--- src/rtl/pixel_write_queue_pkg.sv ---
// Shared constants, pixel record and FSM encoding for the pixel write queue.
package pixel_write_queue_pkg;
  localparam int SCREEN_W  = 320;
  localparam int SCREEN_H  = 240;
  localparam int COORD_X_W = 9;
  localparam int COORD_Y_W = 8;
  localparam int COLOUR_W  = 3;
  localparam int PIX_W     = COORD_X_W + COORD_Y_W + COLOUR_W;

  typedef enum logic [1:0] {
    ST_RUN   = 2'd0,
    ST_FLUSH = 2'd1,
    ST_CLEAR = 2'd2
  } state_t;

  typedef struct packed {
    logic [COORD_X_W-1:0] x;
    logic [COORD_Y_W-1:0] y;
    logic [COLOUR_W-1:0]  colour;
  } pixel_t;
endpackage

--- src/rtl/pixel_write_queue_fifo.sv ---
// Small pixel FIFO, {x,y,colour} wide; pointers carry one wrap bit to tell full from empty.
module pixel_fifo
  import pixel_write_queue_pkg::*;
#(
  parameter int DEPTH = 4
) (
  input  logic   i_clk,
  input  logic   i_rst,
  input  logic   i_push,
  input  pixel_t i_data,
  input  logic   i_pop,
  output pixel_t o_data,
  output logic   o_full,
  output logic   o_empty
);
  localparam int AW = $clog2(DEPTH);

  pixel_t         r_mem [DEPTH];
  logic [AW:0]    r_wptr;
  logic [AW:0]    r_rptr;

  always_ff @(posedge i_clk) begin
    if (i_push) r_mem[r_wptr[AW-1:0]] <= i_data;
  end

  always_ff @(posedge i_clk or posedge i_rst) begin
    if (i_rst) begin
      r_wptr <= '0;
      r_rptr <= '0;
    end else begin
      if (i_push) r_wptr <= r_wptr + 1'b1;
      if (i_pop)  r_rptr <= r_rptr + 1'b1;
    end
  end

  assign o_data  = r_mem[r_rptr[AW-1:0]];
  assign o_empty = (r_wptr == r_rptr);
  assign o_full  = (r_wptr[AW] != r_rptr[AW]) && (r_wptr[AW-1:0] == r_rptr[AW-1:0]);
endmodule

--- src/rtl/pixel_write_queue.sv ---
// Clips sprite pixels, queues them towards the VGA adapter, and runs full-screen clears
// after draining the queue. Handshake: a pixel transfers on any rising edge with in_valid && in_ready.
module pixel_write_queue
  import pixel_write_queue_pkg::*;
#(
  parameter int                   DEPTH     = 4,
  parameter logic [COLOUR_W-1:0]  BG_COLOUR = 3'b000
) (
  input  logic                 clock,
  input  logic                 reset,
  input  logic [COORD_X_W-1:0] in_x,
  input  logic [COORD_Y_W-1:0] in_y,
  input  logic [COLOUR_W-1:0]  in_colour,
  input  logic                 in_valid,
  output logic                 in_ready,
  input  logic                 clear_req,
  output logic [COORD_X_W-1:0] vga_x,
  output logic [COORD_Y_W-1:0] vga_y,
  output logic [COLOUR_W-1:0]  vga_colour,
  output logic                 vga_plot,
  output logic                 clear_busy,
  output logic                 clear_done,
  output logic [7:0]           drop_count,
  output state_t               dbg_state
);
  state_t               r_state;
  state_t               w_state_next;
  logic                 w_fifo_full;
  logic                 w_fifo_empty;
  logic                 w_accept;
  logic                 w_in_range;
  logic                 w_push;
  logic                 w_pop;
  logic                 w_clear_start;
  logic                 w_clear_last;
  pixel_t               w_in_pix;
  pixel_t               w_fifo_out;
  pixel_t               r_vga_pix;
  logic                 r_vga_plot;
  logic [COORD_X_W-1:0] r_col;
  logic [COORD_Y_W-1:0] r_row;
  logic                 r_clear_req_q;
  logic                 r_clear_done;
  logic [7:0]           r_drop_count;

  assign w_in_pix      = '{x: in_x, y: in_y, colour: in_colour};
  assign w_accept      = in_valid && in_ready;
  assign w_in_range    = (in_x < COORD_X_W'(SCREEN_W)) && (in_y < COORD_Y_W'(SCREEN_H));
  assign w_push        = w_accept && w_in_range;
  // A level held high only starts one clear; it must drop before another is taken.
  assign w_clear_start = clear_req && !r_clear_req_q;
  assign w_clear_last  = (r_col == COORD_X_W'(SCREEN_W - 1)) && (r_row == COORD_Y_W'(SCREEN_H - 1));

  pixel_fifo #(.DEPTH(DEPTH)) u_fifo (
    .i_clk   (clock),
    .i_rst   (reset),
    .i_push  (w_push),
    .i_data  (w_in_pix),
    .i_pop   (w_pop),
    .o_data  (w_fifo_out),
    .o_full  (w_fifo_full),
    .o_empty (w_fifo_empty)
  );

  always_ff @(posedge clock or posedge reset) begin
    if (reset) r_state <= ST_RUN;
    else       r_state <= w_state_next;
  end

  always_comb begin
    w_state_next = r_state;
    case (r_state)
      ST_RUN:   if (w_clear_start) w_state_next = ST_FLUSH;
      ST_FLUSH: if (w_fifo_empty)  w_state_next = ST_CLEAR;
      ST_CLEAR: if (w_clear_last)  w_state_next = ST_RUN;
      default:                     w_state_next = ST_RUN;
    endcase
  end

  always_comb begin
    in_ready   = (r_state == ST_RUN) && !w_fifo_full;
    clear_busy = (r_state != ST_RUN);
    w_pop      = (r_state != ST_CLEAR) && !w_fifo_empty;
    vga_x      = r_vga_pix.x;
    vga_y      = r_vga_pix.y;
    vga_colour = r_vga_pix.colour;
    vga_plot   = r_vga_plot;
    if (r_state == ST_CLEAR) begin
      vga_x      = r_col;
      vga_y      = r_row;
      vga_colour = BG_COLOUR;
      vga_plot   = 1'b1;
    end
  end

  always_ff @(posedge clock or posedge reset) begin
    if (reset) begin
      r_vga_pix     <= '0;
      r_vga_plot    <= 1'b0;
      r_col         <= '0;
      r_row         <= '0;
      r_clear_req_q <= 1'b0;
      r_clear_done  <= 1'b0;
      r_drop_count  <= '0;
    end else begin
      r_clear_req_q <= clear_req;
      r_vga_plot    <= w_pop;
      if (w_pop) r_vga_pix <= w_fifo_out;
      if (w_accept && !w_in_range && r_drop_count != 8'hFF) r_drop_count <= r_drop_count + 8'd1;
      r_clear_done <= (r_state == ST_CLEAR) && w_clear_last;
      if (r_state == ST_CLEAR) begin
        if (w_clear_last) begin
          r_col <= '0;
          r_row <= '0;
        end else if (r_col == COORD_X_W'(SCREEN_W - 1)) begin
          r_col <= '0;
          r_row <= r_row + 1'b1;
        end else begin
          r_col <= r_col + 1'b1;
        end
      end
    end
  end

  assign clear_done = r_clear_done;
  assign drop_count = r_drop_count;
  assign dbg_state  = r_state;
endmodule

--- config.mk ---
export PLATFORM = sky130hd
export DESIGN_NAME = pixel_write_queue
export DESIGN_NICKNAME = d
export VERILOG_FILES = /design/src/rtl/pixel_write_queue_pkg.sv /design/src/rtl/pixel_write_queue_fifo.sv /design/src/rtl/pixel_write_queue.sv
export SDC_FILE = /design/constraint.sdc
export NUM_CORES = 1
export LEC_CHECK = 0
export BUFFER_PORTS_ARGS = -buffer_cell sky130_fd_sc_hd__buf_4
export CAP_MARGIN = 15
export CELL_PAD_IN_SITES_DETAIL_PLACEMENT = 0
export CELL_PAD_IN_SITES_GLOBAL_PLACEMENT = 1
export CORE_MARGIN = 2
export CORE_UTILIZATION = 30
export CTS_BUF_LIST = sky130_fd_sc_hd__clkbuf_4
export DETAILED_ROUTE_END_ITERATION = 6
export PLACE_DENSITY_LB_ADDON = 0.05
export SLEW_MARGIN = 10
export SYNTH_ARGS = -nofsm -noshare
export SYNTH_HDL_FRONTEND = slang
export SYNTH_SLANG_ARGS = --single-unit
--- constraint.sdc ---
create_clock -name clock -period 2.6 [get_ports clock]
set_clock_uncertainty 0.15 [all_clocks]
set_input_delay 0.52 -clock clock [delete_from_list [all_inputs] [get_ports clock]]
set_output_delay 0.52 -clock clock [all_outputs]
set_load 0.02 [all_outputs]
# After elaboration in Yosys (flattened, before gate mapping)
# Memory sizes are Yosys's and may differ from the RTL's. A register that Yosys moved wholly into a read port is not among the register bits.
# Cells that the tools add are included.
totals:
  ff_bits: 36
  mem_bits_rw: 80
  output_inout_bits: 34
  wordCells: 63
  mem_count: 1
op_classes:
  add_sub_neg: 5
  order_cmp: 2
  n_eq_ne: 12
  n_mux: 14
  n_reduce_logical: 20
mem_list:
  columns: ["memory", "words", "word_bits", "read_ports", "rd_ports_with_merged_regs", "wr", "line_no", "source"]
  rows:
  - ["u_fifo.r_mem", 4, 20, 1, 1, 1, "pixel_write_queue_fifo.sv:18", "pixel_t r_mem [DEPTH];"]
op_table:
  columns: ["op", "n"]
  rows:
  - ["$mux W9", 3]
  - ["$mux W8", 3]
  - ["$add A8 B1 Y8 const B", 2]
  - ["$logic_and A1 B1 Y1", 11]
  - ["$add A9 B1 Y9 const B", 1]
  - ["$eq A9 B9 Y1 const B", 1]
  - ["$lt A9 B9 Y1 const B", 1]
  - ["$eq A8 B8 Y1 const B", 1]
  - ["$lt A8 B8 Y1 const B", 1]
  - ["$ne A2 B2 Y1 const B", 4]
  - ["$ne A8 B8 Y1 const B", 1]
  - ["$add A3 B1 Y3 const B", 2]
  - ["$mux W2", 3]
  - ["$pmux W2 S3", 1]
  - ["$logic_not A1 Y1", 4]
  - ["$reduce_bool A2 Y1", 2]
  - ["$eq A3 B3 Y1", 1]
  - ["$mux W1", 3]
  - ["$mux W3", 1]
  - ["$reduce_and A3 Y1", 1]
  - ["$eq A2 B1 Y1 const B", 1]
  - ["$eq A2 B2 Y1", 1]
  - ["$eq A2 B2 Y1 const B", 1]
  - ["$logic_not A2 Y1", 1]
  - ["other kinds (2)", 2]

# Longest topological paths before layout
depth:
  ltp_word: 8
  depth_mapped: 6

# Hierarchy
# A second synthesis with hierarchy kept.
unflattened:
  hier_cells: 380
  hier_area_um2: 5691.7
by_module_without_submodules:
  columns: ["module", "n_inst", "cells_per_inst", "area_each_um2", "seq_area_each_um2"]
  rows:
  - ["pixel_fifo", 1, 135, 3239.4, 2552.4]
  - ["pixel_write_queue", 1, 245, 2452.4, 1251.2]

# Worst setup path before layout
# Ideal clock, no wire load.
synth_timing:
  path_kind: "register -> register"
  start: "register r_state[0], in the netlist dbg_state[0]"
  end: "memory u_fifo.r_mem[0][0] (netlist bit) (enable)"
  t_arrival_ns: 1.970
  required_time_ns: 2.072
  setup_slack_ns: 0.101
  stages_incl_launch_ff: 5
  n_path_buf: 1
  path_cell_list: "dfrtp_1 > or2_2 > a311oi_2 > buf_4 > and3_1"
synth_via:
  elab_chain_len: 6
synth_rtl:
  columns: ["element", "line_no", "source"]
  rows:
  - ["start: declaration", "pixel_write_queue.sv:26", "state_t r_state;"]
  - ["start signal: assignment", "pixel_write_queue.sv:67", "else r_state <= w_state_next;"]
  - ["$logic_not A2 Y1", "pixel_write_queue.sv:81", "in_ready = (r_state == ST_RUN) && !w_fifo_full;"]
  - ["$logic_and A1 B1 Y1", "pixel_write_queue.sv:81", null]
  - ["$logic_and A1 B1 Y1", "pixel_write_queue.sv:47", "assign w_accept = in_valid && in_ready;"]
  - ["$logic_and A1 B1 Y1", "pixel_write_queue.sv:49", "assign w_push = w_accept && w_in_range;"]
  - ["$mux W1", "pixel_write_queue_fifo.sv:23", "if (i_push) r_mem[r_wptr[AW-1:0]] <= i_data;"]
  - ["$mux W1 (not written as such)", "pixel_write_queue_fifo.sv:23", null]
  - ["end: declaration", "pixel_write_queue_fifo.sv:18", null]
# No other way between the ends.

# Final worst setup path
layout_timing:
  start: "register r_state[0], in the netlist dbg_state[0]"
  end: "output vga_x[8]"
layout_via:
  elab_chain_len: 2
layout_rtl:
  columns: ["element", "line_no", "source"]
  rows:
  - ["$eq A2 B2 Y1", "pixel_write_queue.sv:88", "if (r_state == ST_CLEAR) begin"]
  - ["$mux W9", "pixel_write_queue.sv:88", null]
  - ["end: declaration", "pixel_write_queue.sv:17", "output logic [COORD_X_W-1:0] vga_x,"]
# No other way between the ends.

==> metrics <==
io pins=58; Slew @ Worst Pin=512 ps; half-perimeter wire length of the detailed placement result=8500 µm; Setup-failing EPs final=0; nature of the critical path startpoint=flip-flop; number of standard cells in the layout, taps in and fillers out=733; status=finished clean; layout cell share with drive strength beyond 1=0.309; Root Buffer Master=clkbuf_4; DRC=0; multi-input combinational cell area=1840 µm²; initial detailed-routing violation count=128; Max clock buf depth=2; reported max-cap violation count=0; Lkg Pwr=2.81 nW; fill cell total of the finished layout=1835; most used flip-flop cell after synthesis=edfxtp_1; placer's final routability congestion estimate=0.713; starting utilization of the core area=0.306; arrival time worst endpoint=1780 ps; total core area=18800 µm²; Post-Synthesis Cell Area=5750 µm²; async set or reset register ratio after synthesis=0.412; number of warnings printed during yosys synthesis=0; Initial DRT Pass Iterations=4; Synth area leader=edfxtp_1; sequential standard cell area=3800 µm²; kind of end point of the critical path=output pin; CTS buffer count=17; Row Count=50; first-pass GRT wire length=20300 µm; total cell area at the placement stage=6560 µm²; RSZ-0062 raised after global routing=false; number of flops mapped to enable cells by yosys=80; largest net degree at the start of global routing=31; later-pin clock latency in the skew report=540 ps; required time of the worst setup path=1930 ps; CTS sink cnt=136; total number of H-tree levels=4; clock transition at the register clock pins on the worst setup and hold paths after CTS=150 ps; synth top area cells=edfxtp_1, dfrtp_1, mux4_2, mux2_2, nand2_1; chip width=142 µm; highest achievable clock rate=0.408 GHz; Final Routed Wirelength=12900 µm; classification of the worst-slack hold path=input port to flip-flop; share of synthesized area occupied by flip-flops and latches=0.662; area grow syn2layout=23.4%; die outline area=20300 µm²; setup_tns=0 ps; Post-Syn Instances=391; Crit Path Category=flip-flop to output pin; ratio of final minimum period to clock period=0.942; total grt overflow=0; flops & latches, synth=136; synth unique cells=44; Hold Vio Cnt, Final=0; Port Buffers=57; maximum fanout along the worst path=23; Max-Slew Margin vs Limit=0.658; Synth Net Count=423; power density over the cells=1040 nW/µm²; Peak supply drop=0.460 mV; share of the synthesized area in the top cell type=0.418; number of slew-limit violations in the final report=0; postcts setup bufs=0; remaining antenna violation count after routing=0; minimum clock period after layout=2450 ps; clock tree from TritonCTS=yes; average vias per placed instance=4.69; antenna violations before repair=1; Wirelength per Cell=17.6 µm; average footprint of a synthesized cell=14.7 µm²; final non-filler cell area=7090 µm²; combined global-route utilization of all metal layers=0.136; Net count, final=517; via count=3441; via count of the first global-routing pass=3590; instance count after placement with tap cells included=680; vertical extent of the die=142 µm
worst max-delay path, stage by stage, from the launching register on:
cell and delay (ps):
dfrtp_1 480, nor2b_2 210, buf_6 230, nand2_1 70, nand2_1 100, buf_4 150
synthesized netlist by cell type (2+ instances only):
cell type	instances
clkbuf_1	10
ha_1	8
and3_1	11
a22oi_1	2
nand3_1	12
mux2i_1	2
edfxtp_1	80
nand4_1	9
buf_2	3
mux2_1	2
a21oi_1	2
nor2_1	13
mux4_2	20
and2_1	6
inv_1	8
mux2_2	23
buf_4	2
o31ai_1	2
dfrtp_1	56
nand2_1	64
and4_1	3
xor2_1	5
o21ai_0	13
nand2b_1	2
xnor2_1	13
nor4bb_1	2
where the power goes:
| group | leakage [nW] | total [W] | switching, W | internal [W] |
|---|---|---|---|---|
| logic | 1.22 | 0.00283 | 0.00146 | 0.00137 |
| clock network | 0.172 | 0.00158 | 0.000873 | 0.000707 |
| registers | 1.42 | 0.00299 | 0.000253 | 0.00274 |
| total | 2.81 | 0.00740 | 0.00259 | 0.00481 |
sequential cells by signal (all words and copies together) (netlist names), 2 cells and up:
register / cells
r_vga_pix: 20
dbg_state: 2
u_fifo.r_wptr: 3
r_row: 8
drop_count: 8
u_fifo.r_rptr: 3
u_fifo.r_mem: 80
r_col: 9
logic make-up (layout without fill, tap and decap cells):
| kind of cell | Yosys count | in the layout | synth area share |
|---|---|---|---|
| AND/OR/NAND/NOR | 130 | 130 | 0.112 |
| flip-flops | 136 | 136 | 0.662 |
| buffers and inverters | 24 | 131 | 0.0178 |
| XOR/XNOR | 18 | 18 | 0.0274 |
| adder cells (fa/ha/maj) | 8 | 8 | 0.0174 |
| other | 0 | 1 | 0 |
| AO/OA/AOI/OAI | 28 | 28 | 0.0331 |
| multiplexers | 47 | 47 | 0.131 |
repair_timing:
action / 4_1_cts / 5_1_grt
endpoints found under the setup margin: 16 / 0
hold buffers: 20 / 0
hold endpoints to repair: 83 / 0
gates resized for setup: 3 / 0
final cells by class:
class	instances	share of cell area
well taps	234	0.0413
clock buffers	18	0.0190
repair buffers	91	0.113
inverters	8	0.00423
clock inverters	14	0.0263
diodes	1	0.000353
multi-input cells	231	0.260
flip-flops and latches	136	0.536
layer usage:
| metal | global-route usage | vias to the layer above | wire length (µm) |
|---|---|---|---|
| li1 | - | 1641 | - |
| met2 | 0.224 | 62 | 6270 |
| met3 | 0.0353 | 8 | 430 |
| met5 | 0 | - | 0 |
| met1 | 0.177 | 1730 | 6100 |
| met4 | 0.0406 | 0 | 102 |
per-stage QoR:
| step | power, W | hold slack, ps | util | worst slack [ps] |
|---|---|---|---|---|
| 2_1_floorplan | 0.00487 | 322 | - | 101 |
| 3_3_place_gp | 0.00588 | 340 | 0.350 | 408 |
| 3_5_place_dp | 0.00591 | 343 | 0.350 | 341 |
| 4_1_cts | 0.00754 | 0.748 | 0.378 | 66.1 |
| 5_1_grt | 0.00790 | -1.77 | 0.378 | 2.40 |
| 6_report | 0.00740 | 62.2 | 0.378 | 151 |
cell usage in the layout, fill, tap and decap left out, types with 7 or more instances in the layout:
cell type	instances
edfxtp_1	80
buf_4	65
nand2_1	64
dfrtp_1	56
mux2_2	23
mux4_2	20
dlygate4sd3_1	20
clkbuf_4	18
xnor2_1	13
nor2_1	13
nand3_1	12
o21ai_0	12
and3_1	11
nand4_1	9
ha_1	8
inv_1	7
final timing paths:
path | start | cells after the start | endpoint | slack [ps]
setup / recovery | dbg_state[0] | 5 | vga_x[8] | 150
hold / removal | in_y[7] | 1 | u_fifo.r_mem[1][10] | 60
setup reg to reg | dbg_state[0] | 5 | drop_count[1] | 350
hold reg to reg | dbg_state[1] | 1 | dbg_state[0] | 340
max in group asynchronous | reset | 4 | u_fifo.r_rptr[2] | 1220
min in group asynchronous | reset | 3 | dbg_state[0] | 400
(Power assumes the default switching activity.)
